## config.mk

```make
export PLATFORM = sky130hd
export DESIGN_NAME = mem_read_arbiter
export DESIGN_NICKNAME = d
export VERILOG_FILES = /design/src/rtl/mem_read_arbiter.sv
export SDC_FILE = /design/constraint.sdc
export NUM_CORES = 1
export LEC_CHECK = 0
export BUFFER_PORTS_ARGS = -buffer_cell sky130_fd_sc_hd__buf_2
export CORE_AREA = 2 2 190 192
export DETAILED_ROUTE_END_ITERATION = 8
export DIE_AREA = 0 0 192 194
export PLACE_DENSITY_LB_ADDON = 0.25
export SLEW_MARGIN = 20
export SYNTH_ARGS = -nofsm -noshare
export SYNTH_HDL_FRONTEND = slang
export SYNTH_SLANG_ARGS = --single-unit
```

## constraint.sdc

```tcl
create_clock -name clk_i -period 1.6 [get_ports clk_i]
set_input_delay 0.16 -clock clk_i [delete_from_list [all_inputs] [get_ports clk_i]]
set_output_delay 0.16 -clock clk_i [all_outputs]
set_load 0.05 [all_outputs]
```

## src/rtl/mem_read_arbiter.sv

```systemverilog
// Two-requester round-robin arbiter for the shared line-wide memory read port
// (requester 0 = instruction cache, requester 1 = data cache).
// Ports: clk_i/rstn_i; per requester read_en_i/addr_i in, read_valid_o/read_data_o out;
//        mem_addr_o/mem_read_en_o to memory, mem_read_valid_i/mem_read_data_i back.
// Latency: grant one cycle after request; response forwarded combinationally.
module mem_read_arbiter #(
  parameter int AddrWidth = 32,
  parameter int LineSize  = 128
) (
  input  logic                 clk_i,
  input  logic                 rstn_i,
  input  logic                 req0_read_en_i,
  input  logic [AddrWidth-1:0] req0_addr_i,
  output logic                 req0_read_valid_o,
  output logic [LineSize-1:0]  req0_read_data_o,
  input  logic                 req1_read_en_i,
  input  logic [AddrWidth-1:0] req1_addr_i,
  output logic                 req1_read_valid_o,
  output logic [LineSize-1:0]  req1_read_data_o,
  output logic [AddrWidth-1:0] mem_addr_o,
  output logic                 mem_read_en_o,
  input  logic                 mem_read_valid_i,
  input  logic [LineSize-1:0]  mem_read_data_i
);

  typedef enum logic [1:0] {IDLE, BUSY, DRAIN} state_e;

  state_e               state_q, state_d;
  logic                 grant_q, grant_d;
  logic                 last_q, last_d;
  logic [AddrWidth-1:0] addr_q, addr_d;

  logic owner_req;
  logic active;
  logic fwd;

  assign owner_req = grant_q ? req1_read_en_i : req0_read_en_i;

  always_comb begin
    state_d = state_q;
    grant_d = grant_q;
    last_d  = last_q;
    addr_d  = addr_q;
    case (state_q)
      IDLE: begin
        // Memory valids seen here are stray and deliberately ignored.
        if (req0_read_en_i && req1_read_en_i) begin
          // Tie: the requester not served most recently wins.
          if (last_q) begin
            grant_d = 1'b0;
            addr_d  = req0_addr_i;
          end else begin
            grant_d = 1'b1;
            addr_d  = req1_addr_i;
          end
          state_d = BUSY;
        end else if (req0_read_en_i) begin
          grant_d = 1'b0;
          addr_d  = req0_addr_i;
          state_d = BUSY;
        end else if (req1_read_en_i) begin
          grant_d = 1'b1;
          addr_d  = req1_addr_i;
          state_d = BUSY;
        end
      end
      BUSY: begin
        if (mem_read_valid_i) begin
          last_d  = grant_q;
          state_d = IDLE;
        end else if (!owner_req) begin
          // Owner gave up; memory read is still in flight and must complete.
          state_d = DRAIN;
        end
      end
      DRAIN: begin
        if (mem_read_valid_i) begin
          last_d  = grant_q;
          state_d = IDLE;
        end
      end
      default: state_d = IDLE;
    endcase
  end

  always_ff @(posedge clk_i or negedge rstn_i) begin
    if (!rstn_i) begin
      state_q <= IDLE;
      grant_q <= 1'b0;
      last_q  <= 1'b1;
      addr_q  <= '0;
    end else begin
      state_q <= state_d;
      grant_q <= grant_d;
      last_q  <= last_d;
      addr_q  <= addr_d;
    end
  end

  // Memory side is driven straight from registered state, so it is glitch-free.
  assign active        = (state_q != IDLE);
  assign mem_read_en_o = active;
  assign mem_addr_o    = active ? addr_q : '0;

  // Only a live (non-drained) transaction forwards the response, to its owner only.
  assign fwd               = (state_q == BUSY) && mem_read_valid_i;
  assign req0_read_valid_o = fwd && !grant_q;
  assign req1_read_valid_o = fwd && grant_q;
  assign req0_read_data_o  = req0_read_valid_o ? mem_read_data_i : '0;
  assign req1_read_data_o  = req1_read_valid_o ? mem_read_data_i : '0;

endmodule

```

# Word-level counts from Yosys, hierarchy flattened
# Cells that the tools add are included.
totals:
  register_bits: 36
  wordCells: 40
classes:
  n_eq_ne: 5
  muxes: 19
  reduce_logical: 12
ops:
  columns: ["op", "count"]
  rows:
  - ["128-bit 2-to-1 mux", 2]
  - ["32-bit 2-to-1 mux", 5]
  - ["2-bit 2-to-1 mux", 6]
  - ["2-bit one-hot mux with 3 select lines", 1]
  - ["1-bit 2-to-1 mux", 5]
  - ["1-bit logical AND", 4]
  - ["4-bit != test (second input constant)", 1]
  - ["2-bit AND reduction", 2]
  - ["3-bit != test (second input constant)", 1]
  - ["3-bit AND reduction", 1]
  - ["3-bit nonzero test", 1]
  - ["2-bit by 1-bit equality test with 1-bit output (second input constant)", 1]
  - ["2-bit equality test (second input constant)", 1]
  - ["2-bit logical NOT", 1]
  - ["2-bit != test (second input constant)", 1]
  - ["2-bit nonzero test", 1]
  - ["2-bit OR reduction", 1]
  - ["1-bit logical NOT", 1]

# Depth between registers and ports, before layout
depth:
  ltp_word: 4
  ltp_mapped: 7
  ltp_nobuf: 5

# Worst setup path before layout
# No wires, ideal clock.
synth_path:
  path_kind: "register to output"
  startpoint: "register state_q[1]"
  endpoint: "output port req0_read_data_o[118]"
  arrival_time_ns: 1.951
  required_time_ns: 1.440
  setup_slack_ns: -0.511
  stages_incl_launch_ff: 7
  cell_sequence: "dfrtp_1 > inv_1 > ha_1 > nand2_1 > nor2_1 > clkbuf_1 > and2_1"
synth_between:
  elab_chain_len: 4
synth_rtl:
  columns: ["element", "line_no", "rtl"]
  rows:
  - ["start: declaration", "28", "state_e state_q, state_d;"]
  - ["start signal: assignment", "93", "state_q <= state_d;"]
  - ["2-bit by 1-bit equality test with 1-bit output", "106", "assign fwd = (state_q == BUSY) && mem_read_valid_i;"]
  - ["1-bit logical AND", "106", null]
  - ["1-bit logical AND", "107", "assign req0_read_valid_o = fwd && !grant_q;"]
  - ["named net req0_read_valid_o", "14", "output logic req0_read_valid_o,"]
  - ["128-bit 2-to-1 mux", "109", "assign req0_read_data_o = req0_read_valid_o ? mem_read_data_i : '0;"]
  - ["end: declaration", "15", "output logic [LineSize-1:0] req0_read_data_o,"]
# The timed path passes the listed nets, and every way through them passes these cells.

# Worst setup path in the final report
layout_path:
  startpoint: "register state_q[0]"
  endpoint: "output port req1_read_data_o[61]"
layout_between:
  elab_chain_len: 4
layout_rtl:
  columns: ["element", "line_no", "rtl"]
  rows:
  - ["2-bit by 1-bit equality test with 1-bit output", "106", null]
  - ["1-bit logical AND", "106", null]
  - ["1-bit logical AND", "108", "assign req1_read_valid_o = fwd && grant_q;"]
  - ["128-bit 2-to-1 mux", "110", "assign req1_read_data_o = req1_read_valid_o ? mem_read_data_i : '0;"]
  - ["end: declaration", "19", "output logic [LineSize-1:0] req1_read_data_o,"]
# Every way passes these cells.

==> results.py <==
metrics = {
    "yosys": {
        "synth_top_cell_by_area": "sky130_fd_sc_hd__and2_1",
        "count_of_yosys_warnings_during_synthesis": 0,
        "netlist_top_cells_count": "sky130_fd_sc_hd__and2_1 (256), sky130_fd_sc_hd__dfrtp_1 (35), sky130_fd_sc_hd__nor2_1 (34)",
        "async_reset_ff_share_pct": 100,
        "synth_cell_type_count": 28,
        "synth_edf_count": 0,
        "synthesis.nets": 733,
        "seq_area_frac_synth_pct": 23.7,
        "synth-seq-cells": 36,
        "synth.top_cell.area_share_pct": 42.0,
        "post_syn_area_per_cell_um2": 7.18,
        "yosysMostFrequentCell": "sky130_fd_sc_hd__and2_1",
        "synth_flop_cell": "sky130_fd_sc_hd__dfrtp_1",
        "synth_cells": 531,
        "post_synth_instance_area_um2": 3810,
        "netlist_top_cells_area": "sky130_fd_sc_hd__and2_1 (42%), sky130_fd_sc_hd__dfrtp_1 (23%), sky130_fd_sc_hd__a31oi_1 (5.3%)",
    },
    "power_and_ir_drop": {
        "cellInternalPower_uw": 9660,
        "share_comb_of_total_power_pct": 85.9,
        "p_sw_uw": 9960,
        "power.clock.fraction_pct": 5.9,
        "sequential_cell_fraction_of_total_power_pct": 8.3,
        "ir_drop_v": 0.00144,
        "leakage_uw": 0.00545,
        "power_switching_share_pct": 50.8,
        "pwr_density_cell_nw_per_um2": 1700,
    },
    "worst_setup_path": {
        "crit_required_ns": 1.44,
        "path_max_fanout": 8,
        "worst_r2r_endpoint": "state_q[0]",
        "worst_r2r_startpoint": "state_q[0]",
        "cp_data_arrival_time_ns": 1.92,
        "critical_path_class": "flop to output port",
        "critical_path.endpoint_type": "output port",
        "timing.reg2reg.worst_path_depth": 6,
        "crit_path_start_kind": "flop",
        "setup.reg_to_reg.worst_slack_ns": -0.12,
        "setup.worst_path.start": "state_q[0]",
    },
    "floorplanning": {
        "io_pins": 488,
        "die_w_um": 192,
        "initial_utilization_pct": 10.8,
        "die_h_um": 194,
        "placement_row_count": 69,
        "design.die.area_um2": 37200,
        "core-area_um2": 35200,
    },
    "cells_and_area": {
        "fillCellCount": 3613,
        "multiInputGateArea_um2": 3400,
        "nNetsFinal": 1254,
        "sequential_cell_area_um2": 902,
        "syn2layout_area_growth_pct": 203,
        "layout-drive-gt1-share_pct": 82.7,
        "fin_cells": 1518,
    },
    "clocking": {
        "ctsRootBufferMaster": "sky130_fd_sc_hd__clkbuf_16",
        "clk_transition_reported_paths_ns": 0.06,
        "cts-htree-levels": 2,
        "cts_made_buffers": 5,
        "cts_tree": "built",
        "clkLatencyLatePin_ns": 0.29,
        "cts.path.max_buffers": 2,
        "numClockSinks": 36,
    },
    "routing": {
        "routedWlPerCell_um": 20.3,
        "first_pass_drt_iterations": 4,
        "drt-total-wl_um": 30800,
        "postRouteAntennaNets": 0,
        "num_vias": 5973,
        "drc_errors": 0,
        "detailedRoute.firstIterationViolations": 143,
        "via_per_inst": 3.93,
    },
    "run": {
        "max-cap-violations": 0,
    },
    "place": {
        "dp_hpwl_um": 20000,
        "dp.cells": 1455,
        "port-buffer-count": 487,
        "globalplace.congestion": 0.816,
        "dpl_worst_slack_ns": -0.226,
    },
    "timing": {
        "final.min_clock_period_ns": 2.08,
        "min_period_over_period_pct": 130,
        "skew_ns": 0.00528,
        "max-slew-margin-rel_pct": 64.8,
        "worst_slew_pin_slew_ns": 0.528,
        "timing.final.ws_setup_ns": -0.480,
        "unrepaired_setup_endpoints_after_global_routing": "true",
        "slew_violations": 0,
        "max_freq_ghz": 0.481,
        "setup_viol_count_final": 322,
        "final-hold-violation-count": 0,
    },
    "min_path": {
        "min_delay_worst_endpoint": "addr_q[12]",
        "timing.hold.worst.class": "primary input to flop",
        "holdCritStartpoint": "req1_addr_i[12]",
        "hold_path_depth": 3,
    },
    "grt": {
        "grt_first_pass_wirelength_um": 38000,
        "initial_antenna_violation_count": 7,
        "maximum_number_of_pins_on_one_net_before_global_route_repair": 64,
        "grt_usage_pct": 13.7,
        "number_of_global_route_vias_before_repair": 5668,
        "grt-ovfl-total": 0,
    },
    "run_status": {
        "failing_checks": "negative setup slack",
        "run_status": "complete, but fails checks",
    },
}
==> how the worst max path moves through the flow <==
stage / endpoint / slack [ns] / cells past startpoint
3_3_place_gp: req0_read_data_o[70] / -0.21 / 7
5_1_grt: req1_read_data_o[61] / -0.53 / 9
6_report: req1_read_data_o[61] / -0.48 / 8
3_5_place_dp: req0_read_data_o[107] / -0.23 / 7
4_1_cts: req0_read_data_o[71] / -0.50 / 10
2_1_floorplan: mem_addr_o[10] / -0.12 / 4
==> stage by stage <==
stage	total power [uW]	setup TNS, ns	hold slack, ns	area, um2	util, %
detailed placement	13200	-39.26	0.254	7920	22.5
global route	20500	-128.67	0.140	11500	32.8
floorplan	9940	-8.33	-0.136	4320	-
CTS	16200	-124.70	0.137	9830	27.9
global placement	13200	-34.90	0.253	7920	22.5
finish	19600	-104.61	0.139	11500	32.8
==> cell type report <==
cell class / instances / area share, %
repair buffers: 564 / 56.0
multi-input cells: 440 / 29.5
flip-flops and latches: 36 / 7.81
well taps: 461 / 5.00
clock buffers: 5 / 1.08
clock inverters: 3 / 0.368
inverters: 5 / 0.163
diodes: 4 / 0.0867
==> power by group through the flow <==
stage | logic, uW | clock network (uW) | registers [uW]
floorplan | 8370 | 0 | 1570
global placement | 11600 | 0 | 1610
detailed placement | 11600 | 0 | 1620
CTS | 13500 | 1180 | 1620
global route | 17600 | 1230 | 1690
finish | 16800 | 1150 | 1620
==> sequential cells by signal, summed over array words and instances, names as in the netlist <==
| signal | cells |
|---|---|
| grant_q | 1 |
| last_q | 1 |
| state_q | 2 |
| addr_q | 32 |
==> cells by family after synthesis <==
kind of cell	synth area share, %
AO/OA/AOI/OAI	10.7
flip-flops	23.7
multiplexers	0.952
adder cells (fa/ha/maj)	1.64
buffers and inverters	6.96
AND/OR/NAND/NOR	56.1
==> layer usage <==
layer | up-vias | global-route usage, % | share of wire (%) | wire length, um
met5 | - | 0 | 0.094 | 29
met4 | 4 | 3.00 | 1.9 | 582
met3 | 35 | 2.81 | 7.5 | 2310
met2 | 300 | 24.9 | 52 | 16000
met1 | 2882 | 16.4 | 38 | 11800
li1 | 2752 | - | - | -
==> placed cells by master, fill, tap and decap left out, drive strengths merged, types with 2 or more instances in the layout <==
cell	netlist	final
and2b	3	3
o21a	1	2
diode	0	4
nand3	32	32
nand2	3	3
and2	256	256
a31oi	32	32
inv	5	5
nor2	34	34
clkbuf	40	20
buf	11	548
ha	5	5
nor2b	30	30
nand2b	2	2
o21ai	33	33
mux2	2	2
dfrtp	35	35
==> repair_timing <==
item                       4_1_cts  5_1_grt
gates resized for setup        358      566
setup endpoints to repair      293      326
hold endpoints to repair        35        0
buffers inserted                18       10
cloned                          13       21
pin swaps                       35       82
hold buffers                     1        0
==> critical path, cell delays in order (launching register included) <==
cell and delay (ns):
sky130_fd_sc_hd__dfrtp_1 0.41, sky130_fd_sc_hd__ha_4 0.19, sky130_fd_sc_hd__buf_6 0.11, sky130_fd_sc_hd__and3_4 0.19
sky130_fd_sc_hd__buf_12 0.15, sky130_fd_sc_hd__buf_16 0.14, sky130_fd_sc_hd__buf_4 0.13, sky130_fd_sc_hd__and2_4 0.16
sky130_fd_sc_hd__buf_12 0.14
(Power assumes the default switching activity.)
